[src/rtl/fifo_rr_arbiter.sv]
// Round-robin merge of N show-ahead word sources into one registered show-ahead stream.
// Bursts rotate after MAX_BURST words unless the granted source holds with PREEMPT_REQ.
module fifo_rr_arbiter #(
    parameter int N_INPUTS   = 2,
    parameter int DATA_WIDTH = 32,
    parameter int MAX_BURST  = 16
) (
    input  logic                           BUS_CLK,
    input  logic                           BUS_RST_N,
    input  logic                           ENABLE,
    input  logic [N_INPUTS-1:0]            IN_EMPTY,
    input  logic [N_INPUTS*DATA_WIDTH-1:0] IN_DATA,
    input  logic [N_INPUTS-1:0]            IN_PREEMPT_REQ,
    output logic [N_INPUTS-1:0]            IN_READ,
    input  logic                           OUT_READ,
    output logic                           OUT_EMPTY,
    output logic [DATA_WIDTH-1:0]          OUT_DATA,
    output logic [N_INPUTS-1:0]            GRANT,
    output logic [7:0]                     BURST_CNT
);

    localparam int IW = (N_INPUTS > 1) ? $clog2(N_INPUTS) : 1;
    localparam logic [7:0] MAXB = 8'(MAX_BURST);

    typedef enum logic [1:0] {
        S_IDLE,
        S_ARB,
        S_GRANT
    } state_t;

    state_t                  state_q, state_d;
    logic [IW-1:0]           gidx_q, gidx_d;
    logic [IW-1:0]           rr_q, rr_d;
    logic [7:0]              cnt_q, cnt_d;
    logic                    oe_q, oe_d;
    logic [DATA_WIDTH-1:0]   od_q, od_d;

    logic                    g_empty;
    logic                    hold;
    logic                    load;
    logic                    any_req;
    logic                    release_g;
    logic [IW-1:0]           pick;
    logic [N_INPUTS-1:0]     g_oh;
    logic [DATA_WIDTH-1:0]   g_data;
    logic [7:0]              cnt_inc;
    int                      idx;

    assign g_empty = IN_EMPTY[gidx_q];
    assign hold    = IN_PREEMPT_REQ[gidx_q];
    assign g_data  = IN_DATA[gidx_q*DATA_WIDTH +: DATA_WIDTH];
    assign g_oh    = N_INPUTS'(1) << gidx_q;
    assign cnt_inc = (cnt_q == 8'hFF) ? cnt_q : cnt_q + 8'd1;

    assign load = (oe_q | OUT_READ) & (state_q == S_GRANT) & ~g_empty
                & (hold | (cnt_q < MAXB));

    assign IN_READ   = load ? g_oh : '0;
    assign GRANT     = (state_q == S_GRANT) ? g_oh : '0;
    assign OUT_EMPTY = oe_q;
    assign OUT_DATA  = od_q;
    assign BURST_CNT = cnt_q;

    // First non-empty source at or above the rr pointer, wrapping.
    always_comb begin
        pick    = '0;
        any_req = 1'b0;
        idx     = 0;
        for (int k = 0; k < N_INPUTS; k++) begin
            idx = int'(rr_q) + k;
            if (idx >= N_INPUTS) idx = idx - N_INPUTS;
            if (!any_req && !IN_EMPTY[idx]) begin
                pick    = IW'(idx);
                any_req = 1'b1;
            end
        end
    end

    always_comb begin
        state_d   = state_q;
        gidx_d    = gidx_q;
        rr_d      = rr_q;
        cnt_d     = cnt_q;
        oe_d      = oe_q;
        od_d      = od_q;
        release_g = 1'b0;

        if (load) begin
            od_d  = g_data;
            oe_d  = 1'b0;
            cnt_d = cnt_inc;
        end else if (OUT_READ) begin
            oe_d = 1'b1;
        end

        unique case (state_q)
            S_IDLE: begin
                if (ENABLE && any_req) state_d = S_ARB;
            end
            S_ARB: begin
                cnt_d = '0;
                if (ENABLE && any_req) begin
                    gidx_d  = pick;
                    state_d = S_GRANT;
                end else begin
                    state_d = S_IDLE;
                end
            end
            S_GRANT: begin
                // cnt_d already counts a word loaded this cycle
                release_g = ~hold & (g_empty | (cnt_d >= MAXB) | ~ENABLE);
                if (release_g) begin
                    state_d = S_ARB;
                    rr_d    = (gidx_q == IW'(N_INPUTS - 1)) ? '0 : gidx_q + 1'b1;
                end
            end
            default: state_d = S_IDLE;
        endcase
    end

    always_ff @(posedge BUS_CLK or negedge BUS_RST_N) begin
        if (!BUS_RST_N) begin
            state_q <= S_IDLE;
            gidx_q  <= '0;
            rr_q    <= '0;
            cnt_q   <= '0;
            oe_q    <= 1'b1;
            od_q    <= '0;
        end else begin
            state_q <= state_d;
            gidx_q  <= gidx_d;
            rr_q    <= rr_d;
            cnt_q   <= cnt_d;
            oe_q    <= oe_d;
            od_q    <= od_d;
        end
    end

endmodule

[config.mk]
export PLATFORM = sky130hd
export DESIGN_NAME = fifo_rr_arbiter
export DESIGN_NICKNAME = d
export VERILOG_FILES = /design/src/rtl/fifo_rr_arbiter.sv
export SDC_FILE = /design/constraint.sdc
export NUM_CORES = 1
export LEC_CHECK = 0
export ABC_CLOCK_PERIOD_IN_PS = 5110
export BUFFER_PORTS_ARGS = -buffer_cell sky130_fd_sc_hd__buf_2
export CAP_MARGIN = 40
export CORE_MARGIN = 2
export CORE_UTILIZATION = 35
export CTS_CLUSTER_SIZE = 10
export DETAILED_ROUTE_END_ITERATION = 10
export SYNTH_ARGS = -nofsm -noshare
export SYNTH_HDL_FRONTEND = slang
export SYNTH_SLANG_ARGS = --single-unit
[constraint.sdc]
create_clock -name BUS_CLK -period 5.11 [get_ports BUS_CLK]
set_input_delay 0.2555 -clock BUS_CLK [delete_from_list [all_inputs] [get_ports BUS_CLK]]
set_output_delay 0.2555 -clock BUS_CLK [all_outputs]
set_load 0.02 [all_outputs]
==> results of run 1 <==
flip-flops by register name (all words and copies together) (netlist names):
register and count:
BURST_CNT 8, OUT_DATA 32, OUT_EMPTY 1, gidx_q 1, rr_q 1, state_q 2
cell families (layout without fill, tap and decap cells):
logic type / Yosys count / in the layout
fa+ha+maj: 1 / 1
compound gates: 43 / 43
buf+inv: 16 / 132
xor+xnor: 4 / 4
simple gates: 78 / 78
mux: 37 / 37
flops: 45 / 45
worst paths after layout:
path / slack, ns / cells after the start / to / start
setup / recovery: 1.72 / 8 / rr_q$_DFFE_PN0P_ / gidx_q$_DFFE_PN0P_
hold / removal: 0.17 / 2 / gidx_q$_DFFE_PN0P_ / IN_EMPTY[1]
setup reg to reg: 1.72 / 8 / rr_q$_DFFE_PN0P_ / gidx_q$_DFFE_PN0P_
hold reg to reg: 0.48 / 2 / OUT_DATA[19]$_DFFE_PN0N_ / OUT_DATA[19]$_DFFE_PN0N_
max in group asynchronous: 4.16 / 3 / rr_q$_DFFE_PN0P_ / BUS_RST_N
min in group asynchronous: 0.45 / 2 / OUT_DATA[29]$_DFFE_PN0N_ / BUS_RST_N
power by group:
group	internal, mW	switching (mW)	leakage [nW]	total, mW
Sequential	0.490	0.0717	0.577	0.562
Clock	0.159	0.117	0.0574	0.276
Combinational	0.264	0.410	0.946	0.673
repair_timing:
item,CTS,global route
hold buffers,1,0
resized for setup,0,0
endpoints found under the hold margin,19,0
Yosys cell counts, drive strengths merged:
master | number | share of area, %
nor3 | 1 | 0.23
a2111o | 1 | 0.51
xnor2 | 2 | 0.79
nor2 | 18 | 3.1
ha | 1 | 0.57
buf | 3 | 0.62
nor3b | 3 | 1.0
mux2 | 2 | 1.2
a211oi | 1 | 0.34
nand4b | 1 | 0.40
nand3 | 4 | 0.90
a311oi | 1 | 0.40
nand2 | 40 | 6.8
clkbuf | 9 | 1.5
o21ai | 33 | 7.5
o31ai | 1 | 0.34
o22ai | 1 | 0.28
and3 | 2 | 0.57
xor2 | 2 | 0.79
nand2b | 1 | 0.28
nor2b | 4 | 1.1
dfstp | 1 | 1.2
inv | 4 | 0.68
o21bai | 2 | 0.68
or4 | 2 | 0.68
nand3b | 1 | 0.34
mux2i | 35 | 16
a22oi | 1 | 0.57
o311ai | 1 | 0.40
nand4 | 1 | 0.28
dfrtp | 44 | 50
o21ba | 1 | 0.45
area by class of cell:
cell class	count	area (µm²)
clock buffers	6	82.58
clock inverters	2	37.54
fillers	581	3005
inverters	4	15.01
multi-input cells	163	1025
flip-flops and latches	45	1129
well taps	75	93.84
repair buffers	120	638.1
per-layer routing:
metal	routed length, µm	vias to the layer above	share of wire, %	global-route usage (%)
met3	286	8	5.8	2.868
met1	2251	845	45	18.86
li1	-	1003	-	-
met2	2339	69	47	25.88
met4	88	0	1.8	6.158
met5	0	-	0	0
through the flow:
| stage | std cells | hold slack, ns | power, mW | cell area [µm²] |
|---|---|---|---|---|
| after floorplan | 224 | -0.04009 | 1.024 | 2213 |
| after global placement | 404 | 0.4565 | 1.234 | 2850 |
| after detailed placement | 406 | 0.2548 | 1.257 | 2890 |
| after CTS | 415 | 0.1593 | 1.540 | 3020 |
| after global routing | 415 | 0.1539 | 1.637 | 3020 |
| final | 415 | 0.1668 | 1.511 | 3020 |
layout by cell type, fill, tap and decap left out, types with 2 or more instances in the layout:
cell type,synthesis,routed
inv_1,4,4
clkbuf_8,0,6
nor2_1,18,18
and3_1,2,2
o21bai_1,2,2
nand3_1,4,4
buf_12,0,2
xor2_1,2,2
mux2i_1,35,35
buf_2,2,116
nor3b_1,3,3
dfrtp_1,44,43
nand2_1,40,40
or4_1,2,2
o21ai_0,33,33
xnor2_1,2,2
nor2b_1,4,4
==> impl_metrics.ini, run 1 <==
[synthesis]
yosys.area_share.adder_pct = 0.5653
synth_xor_area_share_pct = 1.583
synthSimpleGateAreaFrac_pct = 15.66
synth_compound_area_share_pct = 11.42
netlist_instances = 224
syn_area_um2 = 2213
synth_fp_nets = 297
synth_area_per_cell_um2 = 9.881
yosysUniqueCellTypes = 34
yosysSeqAreaShare_pct = 50.93
yosys_register_bits = 45
yosysWarnings = 0
synth_top_family_by_area = multiplexers
synthMuxAreaShare_pct = 17.02

[floorplanning]
initial_core_util_pct = 36.73
die_h_um = 83.53
fp.dieW_um = 83.53
num_rows = 28
dieArea_um2 = 6976
fp.coreArea_um2 = 6026
ios = 117

[route]
drc_errors = 0
wire_per_inst_um = 11.97
antenna_left = 0
routed_wl_um = 4966
drt_iter0_drc = 52
vias_per_cell = 4.639
dr.pass1.iters = 4
num_vias = 1925

[timing]
rsz0062_at_grt = no
skew_ns = 0.01128
setup_viol = 0
worst_pin_slew_ns = 0.6300
tns_ns = 0
drv_slew = 0
max_freq_ghz = 0.2947
slew_headroom_pct = 57.85
final.min_clock_period_ns = 3.394
postLayoutSetupSlackWorst_ns = 1.716
period_share_pct = 66.41
hold_violations = 0

[clocking]
cts_made_buffers = 5
postCtsSetupBuffers = 0
cts_root_buf = clkbuf_8
insertion_delay_ns = 0.30
cts_sinks = 45
clk_pin_slew_ns = 0.08
clockBufferDepth = 2
cts_max_level = 2
cts_tree = done

[placement]
place_ws_ns = 1.695
gp_congestion = 0.7749
post-dp-hpwl_um = 3914
io_buffers = 116

[critical_path]
critPathMaxFanout = 40
end_kind = flop
cp_num_buf_inv = 2
cp.arrival_ns = 3.57
cpPeakStageDelay_ns = 0.61
crit_chain = buf_4, mux2_2, a2111o_2, buf_12, or4_1, a22oi_2, nor3b_1, mux2_4
cp-start-kind = flop
crit_type = reg2reg
slowest_stage = a2111o_2
critPathTopFamily = compound AO/OA/AOI/OAI gates
cp.required_ns = 5.29

[global_route]
grt_pass1_wl_um = 8673
antenna_found_initial = 0
grt_pass1_vias = 1919
grt_overflow = 0
grt_max_degree = 41
grt_usage_pct = 15.15

[layout]
final_core_util_pct = 50.12
drive_gt1_share_pct = 39.41
antennaDiodeCount = 0
num-nets-final = 412
areaGrowthSynthToFinish_pct = 36.46

[run_status]
status = complete, no violations

[worst_hold_path]
hold_class = in2reg

[pwr]
leakage_nw = 1.580
vdd_ir_drop_max_uv = 377.4
powerDensity_nw_per_um2 = 500.3

[flow_run]
max-cap-violations = 0
Note: power is estimated with default switching activity, not from simulation.
==> run 2: changes to the inputs <==
--- a/config.mk
+++ b/config.mk
@@ -5,13 +5,14 @@
 export SDC_FILE = /design/constraint.sdc
 export NUM_CORES = 1
 export LEC_CHECK = 0
-export ABC_CLOCK_PERIOD_IN_PS = 5110
+export ABC_CLOCK_PERIOD_IN_PS = 3010
 export BUFFER_PORTS_ARGS = -buffer_cell sky130_fd_sc_hd__buf_2
 export CAP_MARGIN = 40
 export CORE_MARGIN = 2
 export CORE_UTILIZATION = 35
 export CTS_CLUSTER_SIZE = 10
 export DETAILED_ROUTE_END_ITERATION = 10
+export PLACE_DENSITY = 0.67
 export SYNTH_ARGS = -nofsm -noshare
 export SYNTH_HDL_FRONTEND = slang
 export SYNTH_SLANG_ARGS = --single-unit
==> constraint.sdc (replaced) <==
create_clock -name BUS_CLK -period 3.01 [get_ports BUS_CLK]
set_input_delay 0.1505 -clock BUS_CLK [delete_from_list [all_inputs] [get_ports BUS_CLK]]
set_output_delay 0.1505 -clock BUS_CLK [all_outputs]
set_load 0.02 [all_outputs]
==> run 2 against run 1 <==
Register-to-register slack got worse by 1.5 ns. Non-clock buffer count rose by 3. Critical endpoint unchanged. Setup slack got worse by 1.5 ns. Hold slack got worse by 0.098 ns. Largest power group unchanged. Utilization rose by 0.10 points. Flip-flop and latch count did not move. Die area did not move. Clock-buffer cell count rose by 1. Global-route usage rose by 0.063 points. Total power rose by 70%.
==> impl_metrics.ini, run 2 (synthesis results as in run 1) <==
[route]
antenna_left = 0
drt_iter0_drc = 51
vias_per_cell = 4.732
wire_per_inst_um = 12.45
drc_errors = 0
dr.pass1.iters = 4
num_vias = 1978
routed_wl_um = 5205

[critical_path]
cp.required_ns = 3.19
cp-start-kind = flop
crit_type = reg2reg
cp.arrival_ns = 2.97
critPathMaxFanout = 5
end_kind = flop

[flow_run]
max-cap-violations = 0

[floorplanning]
initial_core_util_pct = 36.73
num_rows = 28
ios = 117
fp.coreArea_um2 = 6026
die_h_um = 83.53
fp.dieW_um = 83.53
dieArea_um2 = 6976

[clocking]
cts_tree = done
cts_max_level = 2
cts_made_buffers = 5
insertion_delay_ns = 0.29
cts_root_buf = clkbuf_8
clockBufferDepth = 2
cts_sinks = 45
clk_pin_slew_ns = 0.08

[timing]
tns_ns = 0
max_freq_ghz = 0.3582
skew_ns = 0.005610
drv_slew = 0
period_share_pct = 92.76
slew_headroom_pct = 59.64
worst_pin_slew_ns = 0.6032
hold_violations = 0
timing.hold.ws_ns = 0.06909
rsz0062_at_grt = no
final.min_clock_period_ns = 2.792
setup_viol = 0

[pwr]
vdd_ir_drop_max_uv = 537.8
leakage_nw = 1.589
powerDensity_nw_per_um2 = 850.8
p_total_mw = 2.575

[global_route]
grt_usage_pct = 15.21
antenna_found_initial = 0
grt_overflow = 0
grt_pass1_wl_um = 8687
grt_pass1_vias = 1897
grt_max_degree = 44

[run_status]
status = complete, no violations

[placement]
gp_congestion = 0.8336
dp.cells = 409
io_buffers = 116
post-dp-hpwl_um = 4066

[layout]
final_common_cell = buf_2
areaGrowthSynthToFinish_pct = 36.74
drive_gt1_share_pct = 39.65
final_cell_count_no_fill = 418
antennaDiodeCount = 0
largest_reg_flops = 32
final_cell_mix = 116 x buf_2, 43 x dfrtp_1, 40 x nand2_1
num-nets-final = 415

[worst_hold_path]
hold_class = in2reg
[run 2: path summary, 6_finish.rpt]
| kind | from | endpoint | slack (ns) | cells after the start |
|---|---|---|---|---|
| min reg2reg | OUT_DATA[24]$_DFFE_PN0N_ | OUT_DATA[24]$_DFFE_PN0N_ | 0.48 | 2 |
| min | IN_EMPTY[1] | gidx_q$_DFFE_PN0P_ | 0.07 | 2 |
| max | BURST_CNT[7]$_DFF_PN0_ | rr_q$_DFFE_PN0P_ | 0.22 | 6 |
| min in group asynchronous | BUS_RST_N | OUT_DATA[29]$_DFFE_PN0N_ | 0.34 | 2 |
| max reg2reg | BURST_CNT[7]$_DFF_PN0_ | rr_q$_DFFE_PN0P_ | 0.22 | 6 |
| max in group asynchronous | BUS_RST_N | OUT_EMPTY$_DFFE_PN1P_ | 2.09 | 3 |
[run 2: final cells by class]
class                           instances  area, µm²
Fill cell                             582       2999
Sequential cell                        45       1129
Multi-Input combinational cell        163       1025
Timing Repair Buffer                  123      648.1
Tap cell                               75      93.84
Clock buffer                            7      86.33
Clock inverter                          1      30.03
Inverter                                4      15.01
[run 2: timing repair]
action                                 in CTS  in global routing
endpoints found under the hold margin      20                  0
gates resized for setup                     0                  0
hold buffers                                1                  0
buffers inserted                            0                  0
[run 2: where the power goes]
| group | switching (mW) | internal [mW] |
|---|---|---|
| sequential | 0.121 | 0.832 |
| clock | 0.198 | 0.271 |
| combinational | 0.703 | 0.450 |
| total | 1.02 | 1.55 |
[run 2: per-stage QoR]
stage | util [%] | setup WS, ns | area, µm²
2_1_floorplan | - | 0.3448 | 2213
3_3_place_gp | 47.80 | 0.2885 | 2880
3_5_place_dp | 48.13 | 0.2329 | 2900
4_1_cts | 50.23 | 0.2158 | 3027
5_1_grt | 50.23 | 0.1156 | 3027
6_report | 50.23 | 0.2179 | 3027
[run 2: routing by layer]
metal	global-route usage [%]	wire length (µm)	up-vias
met5	0	0	-
met4	6.305	121	0
met3	4.451	404	10
met2	24.12	2261	91
met1	19.48	2418	866
li1	-	-	1011
[run 2: worst max-delay path, stage by stage, from the launching register on]
cell	delay [ns]
dfrtp_1	0.44
or4_1	0.55
a2111o_2	0.53
or4_1	0.55
a22oi_2	0.21
nor3b_1	0.10
mux2_4	0.30
